===== src/rtl/fb_draw_arbiter_if.sv =====
// fb_draw_arbiter_if
//  Bundles the requester-side pixel handshake and the frame buffer draw port
//  shared by fb_draw_arbiter.
//  slave  : the arbiter (consumes requests and fb_ready, drives grants and draws)
//  master : the producers / buffer side (drives requests and fb_ready)
//  Signals:
//   enable_mask  N_REQ        requesters participating in the next frame
//   req_valid    N_REQ        requester i has a pixel
//   req_index    N_REQ*IDX_W  pixel index of requester i (slice i)
//   req_color    N_REQ*COL_W  pixel colour of requester i (slice i)
//   req_done     N_REQ        pulse: requester i finished its frame
//   req_ready    N_REQ        one-hot grant
//   fb_ready     1            buffer is accepting draws
//   fb_index     IDX_W        draw index to the buffer
//   fb_data      COL_W        draw colour to the buffer
//   fb_loaded    1            frame committed
//   frame_start  1            one-cycle pulse on frame open
//   range_err    1            sticky out-of-range index flag
interface fb_draw_arbiter_if #(
  parameter int N_REQ = 4,
  parameter int IDX_W = 17,
  parameter int COL_W = 9
) ();
  logic [N_REQ-1:0]       enable_mask;
  logic [N_REQ-1:0]       req_valid;
  logic [N_REQ*IDX_W-1:0] req_index;
  logic [N_REQ*COL_W-1:0] req_color;
  logic [N_REQ-1:0]       req_done;
  logic [N_REQ-1:0]       req_ready;
  logic                   fb_ready;
  logic [IDX_W-1:0]       fb_index;
  logic [COL_W-1:0]       fb_data;
  logic                   fb_loaded;
  logic                   frame_start;
  logic                   range_err;

  modport master (
    output enable_mask, req_valid, req_index, req_color, req_done, fb_ready,
    input  req_ready, fb_index, fb_data, fb_loaded, frame_start, range_err
  );

  modport slave (
    input  enable_mask, req_valid, req_index, req_color, req_done, fb_ready,
    output req_ready, fb_index, fb_data, fb_loaded, frame_start, range_err
  );
endinterface


===== src/rtl/fb_draw_arbiter.sv =====
// fb_draw_arbiter
//  Shares the frame buffer's single draw port among N_REQ pixel producers.
//  Pixel writes are granted round-robin; per-requester done flags are
//  tracked, and once every requester enabled for the frame is done the frame
//  is committed (fb_loaded) and the arbiter waits for the buffer clear/swap
//  before opening the next frame.
//  Ports:
//   clk    clock
//   reset  synchronous, active-high reset
//   bus    fb_draw_arbiter_if.slave (requests, grants, draw port, status)
module fb_draw_arbiter #(
  parameter int N_REQ    = 4,
  parameter int FB_DEPTH = 96000,
  parameter int IDX_W    = 17,
  parameter int COL_W    = 9
) (
  input  logic              clk,
  input  logic              reset,
  fb_draw_arbiter_if.slave  bus
);

  localparam int          PTR_W   = (N_REQ > 1) ? $clog2(N_REQ) : 1;
  localparam int unsigned NR      = N_REQ;
  localparam logic [IDX_W:0] DEPTH_L = (IDX_W+1)'(FB_DEPTH);

  typedef enum logic [1:0] {
    WAIT_OPEN,
    DRAW,
    COMMIT,
    WAIT_SWAP
  } state_t;

  state_t             state, state_nx;
  logic [N_REQ-1:0]   active;
  logic [N_REQ-1:0]   done;
  logic [N_REQ-1:0]   eligible;
  logic [N_REQ-1:0]   grant;
  logic [PTR_W-1:0]   rr_ptr;
  logic [PTR_W-1:0]   gnt_ptr;
  logic [PTR_W-1:0]   nxt_ptr;
  logic               transfer;
  logic               open_frame;
  logic               all_done;
  logic [IDX_W-1:0]   gnt_index;
  logic [COL_W-1:0]   gnt_color;
  logic               in_range;

  // Rotating-priority pick: first eligible requester at or after rr_ptr.
  always_comb begin
    int unsigned idx;
    logic [PTR_W-1:0] pos;
    logic found;
    eligible = bus.req_valid & active & ~done;
    grant    = '0;
    gnt_ptr  = '0;
    found    = 1'b0;
    idx      = 0;
    pos      = '0;
    if (state == DRAW && bus.fb_ready) begin
      for (int unsigned k = 0; k < NR; k++) begin
        idx = 32'(rr_ptr) + k;
        if (idx >= NR) idx = idx - NR;
        pos = PTR_W'(idx);
        if (!found && eligible[pos]) begin
          found      = 1'b1;
          grant[pos] = 1'b1;
          gnt_ptr    = pos;
        end
      end
    end
  end

  assign transfer  = |grant;
  assign nxt_ptr   = (gnt_ptr == PTR_W'(N_REQ-1)) ? '0 : gnt_ptr + 1'b1;
  assign gnt_index = bus.req_index[gnt_ptr*IDX_W +: IDX_W];
  assign gnt_color = bus.req_color[gnt_ptr*COL_W +: COL_W];
  assign in_range  = {1'b0, gnt_index} < DEPTH_L;
  assign all_done  = ((active & ~done) == '0);

  assign bus.req_ready = grant;
  assign bus.fb_loaded = (state == COMMIT);

  // Commit needs a transfer-free cycle so the final pixel is already on
  // fb_index/fb_data when fb_loaded rises.
  always_comb begin
    state_nx   = state;
    open_frame = 1'b0;
    case (state)
      WAIT_OPEN, WAIT_SWAP: begin
        if (bus.fb_ready) begin
          open_frame = 1'b1;
          state_nx   = DRAW;
        end
      end
      DRAW: begin
        if (!bus.fb_ready)              state_nx = WAIT_OPEN;
        else if (all_done && !transfer) state_nx = COMMIT;
      end
      COMMIT: begin
        if (!bus.fb_ready) state_nx = WAIT_SWAP;
      end
      default: state_nx = WAIT_OPEN;
    endcase
  end

  always_ff @(posedge clk) begin
    if (reset) begin
      state           <= WAIT_OPEN;
      active          <= '0;
      done            <= '0;
      rr_ptr          <= '0;
      bus.fb_index    <= '0;
      bus.fb_data     <= '0;
      bus.frame_start <= 1'b0;
      bus.range_err   <= 1'b0;
    end else begin
      state           <= state_nx;
      bus.frame_start <= open_frame;
      if (open_frame) begin
        active <= bus.enable_mask;
        done   <= '0;
      end else if (state == DRAW) begin
        done <= done | (bus.req_done & active);
      end
      if (transfer) begin
        rr_ptr <= nxt_ptr;
        if (in_range) begin
          bus.fb_index <= gnt_index;
          bus.fb_data  <= gnt_color;
        end else begin
          bus.range_err <= 1'b1;
        end
      end
    end
  end

endmodule

===== src/flat_wrapper.sv =====
// flat-port wrapper written by rule: the top's interface ports become plain ports
module fb_draw_arbiter_flat 
#(
  parameter int N_REQ    = 4,
  parameter int FB_DEPTH = 96000,
  parameter int IDX_W    = 17,
  parameter int COL_W    = 9
)
  (clk, reset, bus_enable_mask, bus_req_valid, bus_req_index, bus_req_color, bus_req_done, bus_fb_ready, bus_req_ready, bus_fb_index, bus_fb_data, bus_fb_loaded, bus_frame_start, bus_range_err);
  fb_draw_arbiter_if #(.N_REQ(N_REQ), .IDX_W(IDX_W), .COL_W(COL_W)) bus_i ();
  input  logic clk;
  input  logic reset;
  input wire logic [$bits(bus_i.enable_mask)-1:0] bus_enable_mask;
  input wire logic [$bits(bus_i.req_valid)-1:0] bus_req_valid;
  input wire logic [$bits(bus_i.req_index)-1:0] bus_req_index;
  input wire logic [$bits(bus_i.req_color)-1:0] bus_req_color;
  input wire logic [$bits(bus_i.req_done)-1:0] bus_req_done;
  input wire logic [$bits(bus_i.fb_ready)-1:0] bus_fb_ready;
  output wire logic [$bits(bus_i.req_ready)-1:0] bus_req_ready;
  output wire logic [$bits(bus_i.fb_index)-1:0] bus_fb_index;
  output wire logic [$bits(bus_i.fb_data)-1:0] bus_fb_data;
  output wire logic [$bits(bus_i.fb_loaded)-1:0] bus_fb_loaded;
  output wire logic [$bits(bus_i.frame_start)-1:0] bus_frame_start;
  output wire logic [$bits(bus_i.range_err)-1:0] bus_range_err;
  assign bus_i.enable_mask = bus_enable_mask;
  assign bus_i.req_valid = bus_req_valid;
  assign bus_i.req_index = bus_req_index;
  assign bus_i.req_color = bus_req_color;
  assign bus_i.req_done = bus_req_done;
  assign bus_i.fb_ready = bus_fb_ready;
  assign bus_req_ready = bus_i.req_ready;
  assign bus_fb_index = bus_i.fb_index;
  assign bus_fb_data = bus_i.fb_data;
  assign bus_fb_loaded = bus_i.fb_loaded;
  assign bus_frame_start = bus_i.frame_start;
  assign bus_range_err = bus_i.range_err;
  fb_draw_arbiter #(.N_REQ(N_REQ), .FB_DEPTH(FB_DEPTH), .IDX_W(IDX_W), .COL_W(COL_W)) u_core (.clk(clk), .reset(reset), .bus(bus_i));
endmodule

===== config.mk =====
export PLATFORM = sky130hd
export DESIGN_NAME = fb_draw_arbiter_flat
export DESIGN_NICKNAME = d
export VERILOG_FILES = /design/src/rtl/fb_draw_arbiter_if.sv /design/src/rtl/fb_draw_arbiter.sv /design/src/flat_wrapper.sv
export SDC_FILE = /design/constraint.sdc
export NUM_CORES = 1
export LEC_CHECK = 0
export BUFFER_PORTS_ARGS = -buffer_cell sky130_fd_sc_hd__buf_2
export CAP_MARGIN = 30
export CORE_MARGIN = 2
export CORE_UTILIZATION = 40
export CTS_CLUSTER_DIAMETER = 40
export DETAILED_ROUTE_END_ITERATION = 10
export PLACE_DENSITY_LB_ADDON = 0.1
export SLEW_MARGIN = 0
export SYNTH_ARGS = -nofsm -noshare
export SYNTH_HDL_FRONTEND = slang
export SYNTH_SLANG_ARGS = --single-unit

===== constraint.sdc =====
create_clock -name clk -period 11.3 [get_ports clk]
set_input_delay 0.565 -clock clk [delete_from_list [all_inputs] [get_ports clk]]
set_output_delay 0.565 -clock clk [all_outputs]
set_load 0.03 [all_outputs]

==> flow_summary.rst <==
.. list-table::
   :header-rows: 1

   * - Metric
     - Value
   * - Data arrival time at the worst-slack endpoint
     - around 5.1 ns
   * - EDFF count, synth
     - 0
   * - Number of antenna violations at the first check in global routing
     - 0
   * - Post-layout instance count excluding filler cells
     - slightly above 600
   * - Final net count
     - ~640
   * - Via count of the first global-routing pass
     - slightly above 3000
   * - Count of H-tree levels built during CTS
     - 2
   * - Number of optimization iterations in the first detailed-route pass
     - 4
   * - Number of failing setup endpoints in the final timing report
     - 0
   * - Post-synthesis net count
     - around 500
   * - Worst path required time
     - around 12 ns
   * - Avg WL per Cell
     - between 10 and 15 um
   * - Via count
     - approximately 3300
   * - Post-cts resize count
     - 0
   * - Die area
     - roughly 8500 um2
   * - Logic pwr share
     - 0.319
   * - HPWL Detailed
     - around 6.8 mm
   * - Share of total power in the clock network
     - 0.254
   * - Vias per cell
     - approximately 5.4
   * - Placeable core region
     - 7610 um2
   * - Peak VDD IR
     - about 0.051 mV
   * - Portion of synthesized cell area occupied by the leading cell type
     - 0.258
   * - Leakage power figure
     - approximately 1.7 nW
   * - Syn avg cell area
     - about 8.1 um2
   * - Post-cts hold buffer count
     - 0
   * - Cell variety after synth
     - between 50 and 60
   * - Pwr dens
     - 91.4 nW/um2
   * - Crit Path Max Fanout
     - slightly below 60
   * - Cell type contributing the most total cell area after synthesis
     - sky130_fd_sc_hd__dfxtp_1
   * - Total length of routed wires
     - around 9.1 mm
   * - Maximum buffer depth of the clock tree
     - 2
   * - Number of placement rows
     - 32
   * - Launch point of the critical path
     - u_core.rr_ptr[0]
   * - Synth Flop Type
     - sky130_fd_sc_hd__dfxtp_1
   * - Series of cell instances along the critical path
     - clkinv_1 -> ha_1 -> nor2b_1 -> o21bai_1 -> a221o_1 -> a211oi_4 -> buf_4 -> mux2i_1 -> mux2i_4 -> a211oi_4 -> buf_8 -> nand4_1 -> a21oi_1
   * - First-pass GRT wire length
     - 14.5 mm
   * - Maximum number of pins on one net before global-route repair
     - 60
   * - Number of synthesized register bits
     - 40
   * - Die width
     - 92.1 um
   * - Slowest library cell on the worst path
     - sky130_fd_sc_hd__buf_4
   * - Yosys warning total
     - 0
   * - Max Cap Viol
     - 0
   * - Clock transition at the registers of the reported paths
     - roughly 0.08 ns
   * - Final setup slack of the worst path
     - 6.43 ns
   * - GRT Total Usage
     - 0.208
   * - Share of total power in sequential cells
     - 0.427
   * - Switching share of power
     - 0.346
   * - Final RePlAce weighted congestion
     - 0.787
   * - Worst hold-check path type
     - reg -> reg
   * - Category of the worst setup path capture point
     - flop
   * - Share of post-route cells with drive strength above 1
     - 0.339
   * - Initial detailed-routing violation count
     - approximately 120
   * - Number of pins exceeding their max-slew limit in the final report
     - 0
   * - Worst Skew
     - 0.00849 ns
   * - Final Hold Violating Endpoints
     - 0
   * - Antenna Cells
     - 0
   * - Largest cells by area after synthesis
     - sky130_fd_sc_hd__dfxtp_1 26%, sky130_fd_sc_hd__mux2i_1 19%, sky130_fd_sc_hd__nand2_1 6.7%
   * - Boundary pin count
     - 152
   * - Startpoint types
     - flop
   * - Worst flop-to-flop path startpoint
     - u_core.rr_ptr[0]
   * - Worst slack after detailed placement
     - about 6.4 ns
   * - Sequential cell area fraction in the yosys report
     - 0.258
   * - Part of the cycle the worst path needs
     - 0.431
   * - Synthesis-to-layout area growth
     - 27.8%
   * - Number of buffers inserted by post-CTS setup repair
     - 0
   * - Total internal power
     - 237 uW
   * - Setup repair after global routing missed its margin
     - false
   * - Fmax
     - approximately 200 MHz
   * - Placed Cells incl. Taps
     - 611
   * - Gr ovfl total
     - 0
   * - Most common cell after layout, fill and taps aside
     - sky130_fd_sc_hd__buf_2
   * - Clock latency at the later pin of the worst-skew pair
     - a little under 0.3 ns
   * - Worst path top cell family by delay
     - buffers and inverters
   * - Area of the mapped netlist
     - 3100 um2
   * - Result of the run
     - complete, no violations
   * - Switching power summed over all nets
     - 125 uW
   * - Clock Sink Count
     - 40
   * - Relative slew margins
     - 0.399
   * - Share of synthesized flip-flops with an asynchronous set or reset
     - 0
   * - Critical path buffer and inverter count
     - 3
   * - Gate count of the mapped netlist
     - roughly 380
   * - Worst Tran Pin Value
     - about 0.90 ns
   * - Remaining number of nets flagged by the antenna check after routing
     - 0
   * - Clock period minus worst slack
     - 4.87 ns
   * - Final Hold Slack
     - approximately 0.47 ns
   * - Num CTS Buffers
     - 5
   * - Port buffer count
     - around 150
   * - Power after layout
     - between 300 and 400 uW
   * - Highest cell delay on the worst timing path
     - approximately 0.74 ns
   * - CP dominant cell by count
     - sky130_fd_sc_hd__a211oi_4
   * - Number of remaining DRC errors
     - 0
   * - Commonest cells after routing, fill and taps aside
     - 151 x sky130_fd_sc_hd__buf_2, 58 x sky130_fd_sc_hd__mux2i_1, 55 x sky130_fd_sc_hd__nand2_1
   * - CTS tree
     - done
   * - CP Class
     - reg -> reg
   * - Aggregate negative setup slack
     - 0 ns
   * - Min-Delay Startpoint
     - u_core.bus.range_err
   * - Clock Tree Root
     - sky130_fd_sc_hd__clkbuf_8
   * - Height of the die
     - 92.1 um
   * - Initial standard-cell utilization of the core
     - 0.408
[stage by stage]
step	instance area [um2]	utilization
after floorplan	3100	-
after global placement	3870	0.509
after detailed placement	3880	0.511
after CTS	3970	0.521
after global routing	3970	0.521
final	3970	0.521
[final timing paths]
| kind | end | cells past startpoint | slack (ns) |
|---|---|---|---|
| worst max-delay path | u_core.bus.fb_index[12] | 13 | 6.43 |
| worst min-delay path | u_core.bus.range_err | 2 | 0.47 |
| worst max register to register | u_core.bus.fb_index[12] | 13 | 6.43 |
| worst min register to register | u_core.bus.range_err | 2 | 0.47 |
[synthesized netlist by cell type, drive strengths merged, types with 2 or more instances]
master / number
a211oi: 4
o31ai: 2
o31a: 2
nand4: 30
inv: 13
mux2i: 60
o21a: 4
nor2: 15
nand3: 2
nand3b: 4
a22oi: 2
and4: 3
o22ai: 2
and3: 2
a32oi: 4
dfxtp: 40
ha: 9
a221o: 5
nor3: 5
clkbuf: 11
a31oi: 7
o21ai: 28
a311o: 2
or3: 2
nand2: 55
a22o: 4
and3b: 4
a21oi: 31
buf: 18
[worst register-to-register path, stage by stage (launching register included)]
cell	delay, ns
sky130_fd_sc_hd__dfxtp_1	0.65
sky130_fd_sc_hd__clkinv_1	0.43
sky130_fd_sc_hd__ha_1	0.56
sky130_fd_sc_hd__nor2b_1	0.21
sky130_fd_sc_hd__o21bai_1	0.08
sky130_fd_sc_hd__a221o_1	0.36
sky130_fd_sc_hd__a211oi_4	0.23
sky130_fd_sc_hd__buf_4	0.74
sky130_fd_sc_hd__mux2i_1	0.39
sky130_fd_sc_hd__mux2i_4	0.13
sky130_fd_sc_hd__a211oi_4	0.49
sky130_fd_sc_hd__buf_8	0.24
sky130_fd_sc_hd__nand4_1	0.12
sky130_fd_sc_hd__a21oi_1	0.17
[sequential cells by signal (all words and copies together) (netlist names)]
signal / flops
u_core.bus.fb_index: 17
u_core.bus.fb_data: 9
u_core.active: 4
u_core.done: 4
u_core.rr_ptr: 2
u_core.state: 2
u_core.bus.frame_start: 1
u_core.bus.range_err: 1
[power groups by stage]
stage	Clock [mW]	Sequential, mW	Combinational [mW]
finish	0.0919	0.155	0.116
global route	0.102	0.156	0.127
CTS	0.0963	0.155	0.116
detailed placement	0	0.158	0.115
global placement	0	0.158	0.113
floorplan	0	0.165	0.0659
[cell families after synthesis]
kind of cell	synth area share
fa+ha+maj	0.0363
buf+inv	0.0698
compound gates	0.209
simple gates	0.212
mux	0.212
flops	0.258
xor+xnor	0.00282
[routing by layer]
| layer | vias up | wire length (um) | global-route usage |
|---|---|---|---|
| li1 | 1685 | - | - |
| met1 | 1525 | 4180 | 0.275 |
| met2 | 127 | 4280 | 0.349 |
| met3 | 4 | 580 | 0.0378 |
| met4 | 0 | 63 | 0.0547 |
| met5 | - | 0 | 0 |
[final cells by class]
type,count,area [um2]
fill,767,3640
timing repair buffer,156,801
sequential,40,801
inverter,14,52.6
clock buffer,5,68.8
clock inverter,2,12.5
tap,102,128
multi-input combinational,299,2100
(Power assumes the default switching activity.)
